--- src/rtl/led_tick_gen.sv ---
// led_tick_gen: advance-pulse rate generator for the LED shifter.
// Ports: clock, i_reset_n (async low), i_enable, i_sel[1:0], i_step -> o_valid.
//   Free-runs at one of four periods when enabled.
//   In step mode it emits one pulse per debounced press of i_step.
module led_tick_gen #(
   parameter int          NB_COUNTER      = 32,
   parameter int unsigned LIMIT_0         = 50000000,
   parameter int unsigned LIMIT_1         = 25000000,
   parameter int unsigned LIMIT_2         = 12500000,
   parameter int unsigned LIMIT_3         = 6250000,
   parameter int          NB_DEBOUNCE     = 20,
   parameter int unsigned DEBOUNCE_CYCLES = 1000000
) (
   input  logic       clock,
   input  logic       i_reset_n,
   input  logic       i_enable,
   input  logic [1:0] i_sel,
   input  logic       i_step,
   output logic       o_valid
);

   localparam logic [NB_DEBOUNCE-1:0] DB_LAST =
      NB_DEBOUNCE'(DEBOUNCE_CYCLES - 1);

   logic [NB_COUNTER-1:0]  cnt_q, cnt_d;
   logic [NB_COUNTER-1:0]  term;
   logic [1:0]             sel_q;
   logic                   valid_q, valid_d;
   logic                   sync1_q, sync2_q;
   logic [NB_DEBOUNCE-1:0] db_cnt_q, db_cnt_d;
   logic                   db_lvl_q, db_lvl_d;
   logic                   db_prev_q;
   logic                   sel_chg;
   logic                   step_rise;

   always_comb begin
      term = '0;
      unique case (sel_q)
         2'd0: term = NB_COUNTER'(LIMIT_0 - 1);
         2'd1: term = NB_COUNTER'(LIMIT_1 - 1);
         2'd2: term = NB_COUNTER'(LIMIT_2 - 1);
         2'd3: term = NB_COUNTER'(LIMIT_3 - 1);
         default: term = '0;
      endcase
   end

   assign sel_chg = (i_sel != sel_q);

   // The count only advances on consecutive disagreement between the
   // synced button and the accepted level; any agreement restarts it.
   always_comb begin
      db_cnt_d = '0;
      db_lvl_d = db_lvl_q;
      if (sync2_q != db_lvl_q) begin
         if (db_cnt_q == DB_LAST) begin
            db_lvl_d = ~db_lvl_q;
         end else begin
            db_cnt_d = db_cnt_q + 1'b1;
         end
      end
   end

   // Rise is taken from the registered level, which adds the extra
   // clock between level acceptance and the step pulse.
   assign step_rise = db_lvl_q & ~db_prev_q;

   // A period change wins over everything, including a coinciding
   // terminal count or a pending step pulse.
   always_comb begin
      cnt_d   = cnt_q;
      valid_d = 1'b0;
      if (sel_chg) begin
         cnt_d = '0;
      end else if (i_enable) begin
         if (cnt_q == term) begin
            cnt_d   = '0;
            valid_d = 1'b1;
         end else begin
            cnt_d = cnt_q + 1'b1;
         end
      end else begin
         valid_d = step_rise;
      end
   end

   always_ff @(posedge clock or negedge i_reset_n) begin
      if (!i_reset_n) begin
         cnt_q     <= '0;
         sel_q     <= '0;
         valid_q   <= 1'b0;
         sync1_q   <= 1'b0;
         sync2_q   <= 1'b0;
         db_cnt_q  <= '0;
         db_lvl_q  <= 1'b0;
         db_prev_q <= 1'b0;
      end else begin
         cnt_q     <= cnt_d;
         sel_q     <= i_sel;
         valid_q   <= valid_d;
         sync1_q   <= i_step;
         sync2_q   <= sync1_q;
         db_cnt_q  <= db_cnt_d;
         db_lvl_q  <= db_lvl_d;
         db_prev_q <= db_lvl_q;
      end
   end

   assign o_valid = valid_q;

endmodule

--- config.mk ---
export PLATFORM = sky130hd
export DESIGN_NAME = led_tick_gen
export DESIGN_NICKNAME = d
export VERILOG_FILES = /design/src/rtl/led_tick_gen.sv
export SDC_FILE = /design/constraint.sdc
export NUM_CORES = 1
export LEC_CHECK = 0
export CAP_MARGIN = 20
export CORE_MARGIN = 1
export CORE_UTILIZATION = 61
export DETAILED_ROUTE_END_ITERATION = 16
export PLACE_DENSITY = 0.79
export SKIP_CTS_REPAIR_TIMING = 1
export SLEW_MARGIN = 20
export SYNTH_ARGS = -nofsm -noshare
export SYNTH_HDL_FRONTEND = slang
export SYNTH_SLANG_ARGS = --single-unit
--- constraint.sdc ---
create_clock -name clock -period 2.8 [get_ports clock]
set_clock_uncertainty 0.05 [all_clocks]
set_input_delay 0.28 -clock clock [delete_from_list [all_inputs] [get_ports clock]]
set_output_delay 0.28 -clock clock [all_outputs]
set_load 0.01 [all_outputs]
# Word-level counts from Yosys, hierarchy flattened
# Index checks and enable logic that the tools add are counted.
[totals]
reg_bits = 59
input_bits = 6
output_inout_bits = 1
[op_classes]
add_sub_neg = 2
eq_ne = 7
mux = 9
bitwise_logic = 3
n_reduce_logical = 3
[op_table]
columns = ["op", "count"]
rows = [
  ["$pmux 32 s4", 1],
  ["$mux 32", 3],
  ["$mux 20", 2],
  ["$add 32x1->32 const B", 1],
  ["$eq 32x32->1", 1],
  ["$add 20x1->20 const B", 1],
  ["$eq 20x20->1 const B", 1],
  ["$eq 2x2->1 const B", 2],
  ["$mux 1", 3],
  ["$eq 2x1->1 const B", 1],
  ["$logic_not 2->1", 1],
  ["$ne 2x2->1", 1],
  ["$not 1->1", 2],
  ["$reduce_and 2->1", 1],
  ["$reduce_bool 2->1", 1],
  ["$and 1x1->1", 1],
  ["$ne 1x1->1", 1],
]

# Longest topological paths before layout
[logic_depth]
ltp_word = 6
mapped_depth = 10

# Worst setup path after synthesis
# No wires, ideal clock.
[synth_path]
path_kind = "register to register"
start = "register sel_q[1]"
end = "register cnt_q[4]"
setup_time_ns = 0.119
arrival_ns = 1.846
setup_slack_ns = 0.785
stages_incl_launch_ff = 10
n_path_buf = 4
cell_sequence = "dfrtp_1 -> buf_6 -> buf_8 -> a2111o_1 -> a222oi_1 -> and4_1 -> a21o_1 -> buf_6 -> buf_12 -> nor2_1"
[synth_between]
elab_chain_len = 6
[synth_rtl]
columns = ["item", "line_no", "text"]
rows = [
  ["from (decl)", "27", "logic [1:0] sel_q;"],
  ["from (signal assigned)", "98", "sel_q <= i_sel;"],
  ["$eq 2x2->1, or another cell as far along", "38", "unique case (sel_q)"],
  ["$pmux 32 s4", "38", ""],
  ["$eq 32x32->1", "75", "if (cnt_q == term) begin"],
  ["$mux 32", "75", ""],
  ["$mux 32", "74", "end else if (i_enable) begin"],
  ["$mux 32", "72", "if (sel_chg) begin"],
  ["to (signal assigned)", "97", "cnt_q <= cnt_d;"],
  ["to (decl)", "25", "logic [NB_COUNTER-1:0] cnt_q, cnt_d;"],
]
# Several ways; a longest one is shown, not always the timed one. The select of a mux whose other input is x is not followed.
# A chain may end at the register's enable or synchronous reset.

# Worst setup path after layout
[layout_path]
start = "register sel_q[0]"
end = "register cnt_q[7]"
# The elaborated chain is that of the path after synthesis.

==> impl.org <==
** Floorplanning
- In this run the horizontal extent of the chip is 73.09 um.
- In this run the standard cell core region covers approximately 4800 um^2.
- Boundary pin count :: 7
- For this configuration, the core starts out at a cell density of 0.6442.
- The floorplan step defined a die boundary enclosing between 5000 and 6000 um^2.
- The floorplan step set the die height to 73.09 um.
- Number of rows in the core area :: 25

** Global routing
- The number of global-route vias before repair is 2,302.
- In the global route stage, overall resource usage came out at 0.2627.
- Summed over all layers, the global routing overflow is 0.
- Pin count of the biggest net entering global routing :: 38
- Initial antenna violation count :: 0
- The first global-routing pass estimated between 10 and 15 mm of wire.

** STA
- Hold timing on the final database bottoms out at a slack of 0.3034 ns.
- Peak Freq :: 418.6 MHz
- Measured against its own limit, the worst slew margin works out to 0.6488.
- Finish-stage setup viols :: 0
- Portion of the clock cycle consumed by the worst path in the final layout :: 0.8531
- Max-slew violation total from the final report :: 0
- For the final routed database, the setup TNS stands at 0 ns.
- Worst Tran Pin Value :: around 0.53 ns
- Hold Violations, Final :: 0
- For the finished layout, the period the worst path requires is 2.389 ns.
- Setup repair after global routing left no endpoint under its margin.

** Pwr
- The analysis attributes to cell leakage a power of 1.479 nW.
- Of the total power, combinational logic draws 0.042.
- The share of total power dissipated in sequential elements is 0.456.
- Cell-internal power :: 1.521 mW
- Summed over all nets, the switching power comes to 0.3918 mW.
- Clk pwr share :: 0.502
- Power spread over the standard cell area amounts to 557.8 nW/um^2.
- Maximum vdd ir drop :: 0.0003484 V
- Net switching fraction of the power :: 0.2048

** Status
- The run finished with clean final reports.

** Critical path
- The worst setup path is launched from a register.
- Peak fanout along the critical path :: 15
- Required @ worst endpoint :: 2.96 ns
- Crit path DAT :: 2.55 ns
- Critical path capture point type :: register
- Worst Setup Path Type :: register to register

** Clocking
- Max Buffers Root-to-Sink :: 2
- Post-CTS clock slew at the launch and capture registers of the worst setup and hold paths :: 0.07 ns
- In this run, CTS created clock tree buffers numbering 9.
- Clock sink count :: 59
- CTS Root Cell :: sky130_fd_sc_hd__clkbuf_8
- The H-tree was split into 3 levels.
- TritonCTS clock tree :: built
- Clk_lat worst skew :: ~0.33 ns

** Route
- Detailed-route vias per instance :: 5.883
- Summed over all layers, the routed wires come to between 6 and 7 mm.
- The final route contains 2,353 vias.
- The detail route stage leaves a number of antenna-violating nets equal to 0.
- The first detailed-routing pass ran for 4 iterations.
- Violation count after the first detailed-routing iteration :: 182
- Drt drc :: 0
- Routed wire length per instance :: 15.46 um

** Placed design
- During placement, the flow inserted port buffers numbering 6.
- Final Wtd Congestion :: approximately 0.85
- DPL Wire Length :: 4.128 mm

** Synthesis
- The share of synthesized area in the top cell type comes to 0.4789.
- After synthesis the cells add up to 3083 um^2.
- Gate Count Post-Synth :: 315
- Main synth FF type :: sky130_fd_sc_hd__dfrtp_1
- Cell types with the highest counts after synthesis :: sky130_fd_sc_hd__dfrtp_1, sky130_fd_sc_hd__nor2_1, sky130_fd_sc_hd__xor2_1
- The synthesized netlist contains 47 unique library cells.
- The Yosys step of the flow raised 0 warnings.
- Mean instance size in the synthesized netlist :: around 9.8 um^2
- Register bit count reported by yosys :: around 60
- Post-synthesis sequential area ratio :: 0.4789
- Async set-reset flop share out of synthesis :: 1.000
- Yosys instantiated no cell more often than sky130_fd_sc_hd__dfrtp_1.
- Number of enable-type register cells in the synthesized netlist :: 0
- The largest total area in the synthesized netlist belongs to sky130_fd_sc_hd__dfrtp_1.
- Net count after synthesis :: 323
- Leading post-synthesis cells by cell area :: sky130_fd_sc_hd__dfrtp_1, sky130_fd_sc_hd__xor2_1, sky130_fd_sc_hd__nor2_1

** Layout
- Share of post-route cells with drive strength above 1 :: 0.08108
- Compared with the post-synthesis result, the final layout area differs by 11.24%.
- Diode count :: 0
- Net count of the finished layout :: ~340
- For this run, the share of the core covered by cells in the final layout is 0.7166.

** Hold path
- In this run the worst hold path is classified as register to register.

** Run
- MaxCap Viol Count :: 0
[placed cells by master (no fill, tap or decap), types with 4 or more instances in the layout]
cell	instances
sky130_fd_sc_hd__xor2_1	35
sky130_fd_sc_hd__nor2_1	56
sky130_fd_sc_hd__inv_1	4
sky130_fd_sc_hd__and3_1	15
sky130_fd_sc_hd__xnor2_1	15
sky130_fd_sc_hd__nand4_1	12
sky130_fd_sc_hd__clkbuf_8	11
sky130_fd_sc_hd__clkdlybuf4s50_1	5
sky130_fd_sc_hd__nand3_1	26
sky130_fd_sc_hd__o21ai_0	5
sky130_fd_sc_hd__dfrtp_1	59
sky130_fd_sc_hd__and4_1	8
sky130_fd_sc_hd__nand2_1	24
sky130_fd_sc_hd__buf_4	8
[path summary, 6_finish.rpt]
kind,cells past startpoint,endpoint,start,slack [ns]
min in group asynchronous,2,cnt_q[5],i_reset_n,0.39
min reg2reg,0,sync2_q,sync1_q,0.30
max,7,cnt_q[7],sel_q[0],0.41
max in group asynchronous,3,db_cnt_q[11],i_reset_n,1.44
min,0,sync2_q,sync1_q,0.30
max reg2reg,7,cnt_q[7],sel_q[0],0.41
[power groups by stage]
stage | combinational (mW) | clock, mW | sequential [mW]
finish | 0.0796 | 0.961 | 0.873
global route | 0.0884 | 1.00 | 0.874
CTS | 0.0796 | 0.970 | 0.872
detailed placement | 0.0783 | 0 | 0.888
global placement | 0.0768 | 0 | 0.888
floorplan | 0.0603 | 0 | 0.882
[critical path: stages, from the launching register on]
cell	delay [ns]
sky130_fd_sc_hd__dfrtp_1	0.60
sky130_fd_sc_hd__inv_1	0.18
sky130_fd_sc_hd__a2111o_1	0.46
sky130_fd_sc_hd__a222oi_1	0.24
sky130_fd_sc_hd__and4_1	0.28
sky130_fd_sc_hd__a21o_1	0.16
sky130_fd_sc_hd__buf_4	0.23
sky130_fd_sc_hd__nor2_1	0.08
[through the flow]
step,cell area (um^2),setup WS [ns],power [mW],std cells
after floorplan,3083,0.7846,0.9422,315
after global placement,3171,0.5160,0.9644,384
after detailed placement,3171,0.4405,0.9668,384
after CTS,3420,0.4297,1.922,399
after global routing,3430,0.2133,1.966,400
final,3430,0.4113,1.913,400
[logic make-up after synthesis]
group / count (synthesis) / synth area share
simple gates: 160 / 0.2618
flops: 59 / 0.4789
xor+xnor: 50 / 0.1420
compound gates: 25 / 0.05804
buf+inv: 16 / 0.04099
mux: 3 / 0.01015
fa+ha+maj: 2 / 0.008116
[per-layer routing]
metal,track usage,part of all wire,vias up
li1,-,-,1125
met1,0.3246,0.44,1133
met2,0.4372,0.49,79
met3,0.05249,0.042,16
met4,0.1329,0.024,0
met5,0,0,-
[cell type report]
class | instances | area (um^2)
clock buffers | 11 | 151.4
clock inverters | 4 | 97.59
fillers | 344 | 1356
inverters | 4 | 15.01
multi-input cells | 240 | 1480
flip-flops and latches | 59 | 1476
well taps | 67 | 83.83
repair buffers | 15 | 125.1
[flip-flops by register name, summed over array words and instances (netlist names)]
register and flops:
sel_q 2, db_lvl_q 1, db_cnt_q 20, cnt_q 32
sync1_q 1, o_valid 1, db_prev_q 1, sync2_q 1
Power figures use the tool's default switching activity.
